===== src/rtl/picorv32_mem_pkg.sv =====
// Shared types for the picorv32 native memory arbiter: FSM states, master index
// and the packed native-memory request bundle.
package picorv32_mem_pkg;

  typedef enum logic {
    ARB_IDLE = 1'b0,
    ARB_BUSY = 1'b1
  } arb_state_e;

  typedef logic mst_idx_t;

  typedef struct packed {
    logic        valid;
    logic        instr;
    logic [31:0] addr;
    logic [31:0] wdata;
    logic [3:0]  wstrb;
  } mem_req_t;

endpackage


===== src/rtl/picorv32_mem_watchdog.sv =====
// Slave wait-time watchdog: counts BUSY cycles without mem_ready and flags the
// cycle where the count reaches MAX_WAIT-1 while the slave is still silent.
module picorv32_mem_watchdog #(
  parameter int unsigned MAX_WAIT = 16
) (
  input  logic i_clk,
  input  logic i_rst_n,
  input  logic i_busy,
  input  logic i_mem_ready,
  output logic o_timeout
);

  localparam int unsigned CW = (MAX_WAIT > 2) ? $clog2(MAX_WAIT) : 1;
  localparam logic [CW-1:0] LIMIT = CW'(MAX_WAIT - 1);

  logic [CW-1:0] r_cnt;

  // Every BUSY period is preceded by at least one IDLE cycle, so clearing
  // while idle is the same as clearing on entry to BUSY.
  always_ff @(posedge i_clk or negedge i_rst_n) begin
    if (!i_rst_n) begin
      r_cnt <= '0;
    end else if (!i_busy) begin
      r_cnt <= '0;
    end else if (!i_mem_ready) begin
      r_cnt <= r_cnt + CW'(1);
    end
  end

  assign o_timeout = i_busy & ~i_mem_ready & (r_cnt == LIMIT);

endmodule


===== src/rtl/picorv32_mem_arbiter.sv =====
// Round-robin two-master arbiter for the picorv32 native memory interface.
// Optional slave watchdog enabled by defining PICORV32_MEM_ARBITER_WATCHDOG_EN.
module picorv32_mem_arbiter
  import picorv32_mem_pkg::*;
#(
  parameter int unsigned MAX_WAIT = 16
) (
  input  logic        clk,
  input  logic        resetn,
  input  logic        m0_valid,
  input  logic        m0_instr,
  input  logic [31:0] m0_addr,
  input  logic [31:0] m0_wdata,
  input  logic [3:0]  m0_wstrb,
  output logic        m0_ready,
  output logic [31:0] m0_rdata,
  input  logic        m1_valid,
  input  logic        m1_instr,
  input  logic [31:0] m1_addr,
  input  logic [31:0] m1_wdata,
  input  logic [3:0]  m1_wstrb,
  output logic        m1_ready,
  output logic [31:0] m1_rdata,
  output logic        mem_valid,
  output logic        mem_instr,
  output logic [31:0] mem_addr,
  output logic [31:0] mem_wdata,
  output logic [3:0]  mem_wstrb,
  input  logic        mem_ready,
  input  logic [31:0] mem_rdata,
  output logic        busy,
  output logic        owner,
  output logic        timeout
);

  arb_state_e r_state, w_state_nxt;
  mst_idx_t   r_owner, w_owner_nxt;
  mst_idx_t   r_last,  w_last_nxt;
  mem_req_t   w_req0, w_req1, w_req_own;
  logic       w_busy, w_timeout, w_done;

  assign w_req0 = '{valid: m0_valid, instr: m0_instr, addr: m0_addr, wdata: m0_wdata, wstrb: m0_wstrb};
  assign w_req1 = '{valid: m1_valid, instr: m1_instr, addr: m1_addr, wdata: m1_wdata, wstrb: m1_wstrb};
  assign w_req_own = r_owner ? w_req1 : w_req0;
  assign w_busy    = (r_state == ARB_BUSY);
  assign w_done    = w_busy & (mem_ready | w_timeout);

`ifdef PICORV32_MEM_ARBITER_WATCHDOG_EN
  picorv32_mem_watchdog #(
    .MAX_WAIT(MAX_WAIT)
  ) u_watchdog (
    .i_clk      (clk),
    .i_rst_n    (resetn),
    .i_busy     (w_busy),
    .i_mem_ready(mem_ready),
    .o_timeout  (w_timeout)
  );
`else
  assign w_timeout = 1'b0;
`endif

  always_ff @(posedge clk or negedge resetn) begin
    if (!resetn) begin
      r_state <= ARB_IDLE;
      r_owner <= 1'b0;
      r_last  <= 1'b1;
    end else begin
      r_state <= w_state_nxt;
      r_owner <= w_owner_nxt;
      r_last  <= w_last_nxt;
    end
  end

  always_comb begin
    w_state_nxt = r_state;
    w_owner_nxt = r_owner;
    w_last_nxt  = r_last;
    unique case (r_state)
      ARB_IDLE: begin
        if (m0_valid && m1_valid) begin
          w_state_nxt = ARB_BUSY;
          w_owner_nxt = ~r_last;
        end else if (m0_valid) begin
          w_state_nxt = ARB_BUSY;
          w_owner_nxt = 1'b0;
        end else if (m1_valid) begin
          w_state_nxt = ARB_BUSY;
          w_owner_nxt = 1'b1;
        end
      end
      ARB_BUSY: begin
        // Completion (slave or watchdog) wins over an owner abort.
        if (w_done) begin
          w_state_nxt = ARB_IDLE;
          w_last_nxt  = r_owner;
        end else if (!w_req_own.valid) begin
          w_state_nxt = ARB_IDLE;
        end
      end
      default: w_state_nxt = ARB_IDLE;
    endcase
  end

  always_comb begin
    mem_valid = 1'b0;
    mem_instr = 1'b0;
    mem_addr  = '0;
    mem_wdata = '0;
    mem_wstrb = '0;
    m0_ready  = 1'b0;
    m0_rdata  = '0;
    m1_ready  = 1'b0;
    m1_rdata  = '0;
    if (w_busy) begin
      mem_valid = w_req_own.valid & ~w_timeout;
      mem_instr = w_req_own.instr;
      mem_addr  = w_req_own.addr;
      mem_wdata = w_req_own.wdata;
      mem_wstrb = w_req_own.wstrb;
      if (r_owner) begin
        m1_ready = mem_ready | w_timeout;
        m1_rdata = w_timeout ? '0 : mem_rdata;
      end else begin
        m0_ready = mem_ready | w_timeout;
        m0_rdata = w_timeout ? '0 : mem_rdata;
      end
    end
  end

  assign busy    = w_busy;
  assign owner   = r_owner;
  assign timeout = w_timeout;

endmodule


===== config.mk =====
export PLATFORM = sky130hd
export DESIGN_NAME = picorv32_mem_arbiter
export DESIGN_NICKNAME = d
export VERILOG_FILES = /design/src/rtl/picorv32_mem_pkg.sv /design/src/rtl/picorv32_mem_watchdog.sv /design/src/rtl/picorv32_mem_arbiter.sv
export SDC_FILE = /design/constraint.sdc
export NUM_CORES = 1
export LEC_CHECK = 0
export CORE_AREA = 3 3 121 123
export CTS_CLUSTER_SIZE = 14
export DETAILED_ROUTE_END_ITERATION = 8
export DIE_AREA = 0 0 124 126
export PLACE_DENSITY = 0.53
export SETUP_SLACK_MARGIN = 0.15
export SYNTH_ARGS = -nofsm -noshare
export SYNTH_HDL_FRONTEND = slang
export SYNTH_SLANG_ARGS = --single-unit

===== constraint.sdc =====
create_clock -name clk -period 1.8 [get_ports clk]
set_clock_uncertainty 0.15 [all_clocks]
set_input_delay 0.36 -clock clk [delete_from_list [all_inputs] [get_ports clk]]
set_output_delay 0.36 -clock clk [all_outputs]
set_load 0.005 [all_outputs]

==> results.json <==
{
  "htreeDepth": 1,
  "dpl.hpwl_mm": 9.42,
  "setup_viol": 137,
  "grtUsageTotal_pct": 13.7,
  "holdWs_ns": 0.173,
  "crit_top_cell": "buf_6",
  "synth-compound-area-share_pct": 1.41,
  "yosysMostFrequentCell": "nor2_1",
  "io_pins": 314,
  "max_freq_mhz": 457,
  "power.leakage_uw": 0.00290,
  "drt-pass1-iter-count": 4,
  "cp-start-kind": "flop",
  "totalWireLength_mm": 12.2,
  "crit_arrival_ns": 1.68,
  "wl_met3_mm": 1.32,
  "slowest_delay_ns": 0.49,
  "synthArstFlopShare_pct": 100,
  "yosys.area_share.simple_pct": 42.1,
  "syn_inst": 247,
  "grt_pass1_vias": 3114,
  "rows": 43,
  "die_y_um": 126,
  "grt_max_degree": 54,
  "dr_wl_met2_mm": 6.73,
  "synth-edff-count": 0,
  "clk_pin_slew_worst_paths_ns": 0.03,
  "yosysTopAreaCell": "mux2i_1",
  "antenna_found_initial": 1,
  "synth_fp_nets": 422,
  "clock_latency_ns": 0.22,
  "rsz0062_at_grt": "yes",
  "ant_nets": 0,
  "via_per_inst": 3.99,
  "yosysSeqAreaShare_pct": 4.54,
  "crit_chain": "buf_8, buf_6, nor2b_4, buf_6, buf_6, clkbuf_16, and2_4, buf_6",
  "die_x_um": 124,
  "fin_crit_sh_pct": 121,
  "cts_buffers": 3,
  "finalHoldViolations": 0,
  "syn_to_final_growth_pct": 235,
  "core-area_sq_um": 13800,
  "violations": "negative setup slack",
  "start_util_pct": 12.2,
  "synth_warnings": 0,
  "p_per_area_nw_per_um2": 1050,
  "outcome": "complete, but fails checks",
  "port_buffers": 312,
  "drive_gt1_share_pct": 32.8,
  "synth_top_family_by_area": "simple AND/OR/NAND/NOR gates",
  "max_cap_viol_count": 0,
  "cp-end-kind": "output port",
  "synthXorXnorAreaFrac_pct": 0,
  "layout_setup_ws_ns": -0.386,
  "cp_max_fo": 4,
  "ys_types": 20,
  "cts_tree": "yes",
  "period_minus_slack_ns": 2.19,
  "ir_drop_v": 0.000351,
  "ys_top_cells_by_area": "mux2i_1, nor2_1, and3_1",
  "pre_cts_ws_ns": -0.406,
  "wl_per_cell_um": 15.9,
  "grt_pass1_wl_mm": 16.6,
  "top_layer": "met5",
  "nNetsFinal": 765,
  "grt_overflow_total": 0,
  "p_total_uw": 5900,
  "hp-class": "in2async",
  "avgSynthCellArea_sq_um": 6.81,
  "synth_flop_cell": "dfrtp_1",
  "synth_top_area_share_pct": 41.6,
  "crit_type": "reg2out",
  "synth.cell_area_sq_um": 1680,
  "antenna_cells": 0,
  "final_cells": 769,
  "synthTopCellsByCount": "nor2_1, mux2i_1, and3_1",
  "drt_iter0_drc": 77,
  "ys_seq_elements": 3,
  "cp.required_ns": 1.29,
  "die_area_sq_um": 15600,
  "clockBufferDepth": 2,
  "synth_fa_ha_area_share_pct": 0,
  "gp_congestion": 0.823,
  "root_buffer": "clkbuf_16",
  "ctsHoldBuffers": 0,
  "dp_cells": 731,
  "cts.sinks": 3,
  "met1_length_mm": 3.98,
  "route.detailed.drc": 0,
  "crit_slowest_cell": "dfrtp_4",
  "finalMaxSlewViolations": 0,
  "via_count": 3072,
  "synthMuxAreaShare_pct": 41.6
}
timing repair:
action / 4_1_cts / 5_1_grt
cloned: 7 / 5
setup buffers: 20 / 2
pin swaps: 24 / 17
resized for setup: 433 / 70
endpoints found under the setup margin: 138 / 139
report_power, final:
| group | internal, uW | switching, uW | total, uW | leakage [uW] |
|---|---|---|---|---|
| Sequential | 112 | 27.3 | 139 | 0.0000328 |
| Clock | 292 | 59.8 | 352 | 0.0000382 |
| Combinational | 3420 | 1990 | 5410 | 0.00283 |
| Total | 3830 | 2080 | 5900 | 0.00290 |
worst max-delay path: cells and delay by family, from the launching register on:
family	cells	cell delay (ns)
buf+inv	6	0.69
flops	1	0.49
simple gates	2	0.28
cells by family (layout without fill, tap and decap cells):
| kind of cell | Yosys count | count (layout) |
|---|---|---|
| AOI/OAI and AO/OA | 3 | 3 |
| buffers and inverters | 28 | 370 |
| other | 1 | 1 |
| and+or+nand+nor | 142 | 142 |
| muxes | 70 | 70 |
| DFF | 3 | 3 |
placed cells by master (no fill, tap or decap), drive strengths merged:
| cell type | instances |
|---|---|
| clkdlybuf4s50 | 175 |
| buf | 120 |
| nor2 | 72 |
| mux2i | 70 |
| dlygate4sd2 | 42 |
| and3 | 33 |
| and2 | 32 |
| clkbuf | 27 |
| nand2 | 3 |
| bufbuf | 3 |
| dfrtp | 2 |
| inv | 1 |
| nor2b | 1 |
| o22ai | 1 |
| a21o | 1 |
| nand2b | 1 |
| a32o | 1 |
| conb | 1 |
| clkdlybuf4s15 | 1 |
| dlymetal6s2s | 1 |
| dfstp | 1 |
sequential cells by signal (all words and copies together) (netlist names):
register  cells
r_last        1
owner         1
busy          1
layer usage:
layer | GRT usage, % | vias to the layer above
met4 | 2.38 | 2
met1 | 13.1 | 1372
met2 | 28.0 | 174
met5 | 0 | -
li1 | - | 1510
met3 | 4.36 | 14
metrics by stage:
step                TNS [ns]  util, %  instance area [sq um]
finish                -32.56     41.0                   5640
CTS                   -34.88     39.4                   5430
global placement      -38.90     36.9                   5090
global route          -39.71     41.0                   5640
floorplan                  0        -                   1680
detailed placement    -40.89     36.9                   5090
cell type report:
class,instances,area [sq um]
sequential,3,80.1
fill,1402,8130
clock buffer,4,78.8
inverter,1,3.75
timing repair buffer,365,3660
multi-input combinational,216,1590
tap,180,225
final timing paths:
kind                       slack, ns  startpoint  cells after the start            to
min in group clk                0.35      r_last                      1        r_last
max reg2reg                     0.19       owner                      7          busy
min reg2reg                     0.35      r_last                      1        r_last
max in group asynchronous       1.11      resetn                      1        r_last
max                            -0.39       owner                      8  m0_rdata[15]
min                             0.17      resetn                      1         owner
Note: power is estimated with default switching activity, not from simulation.
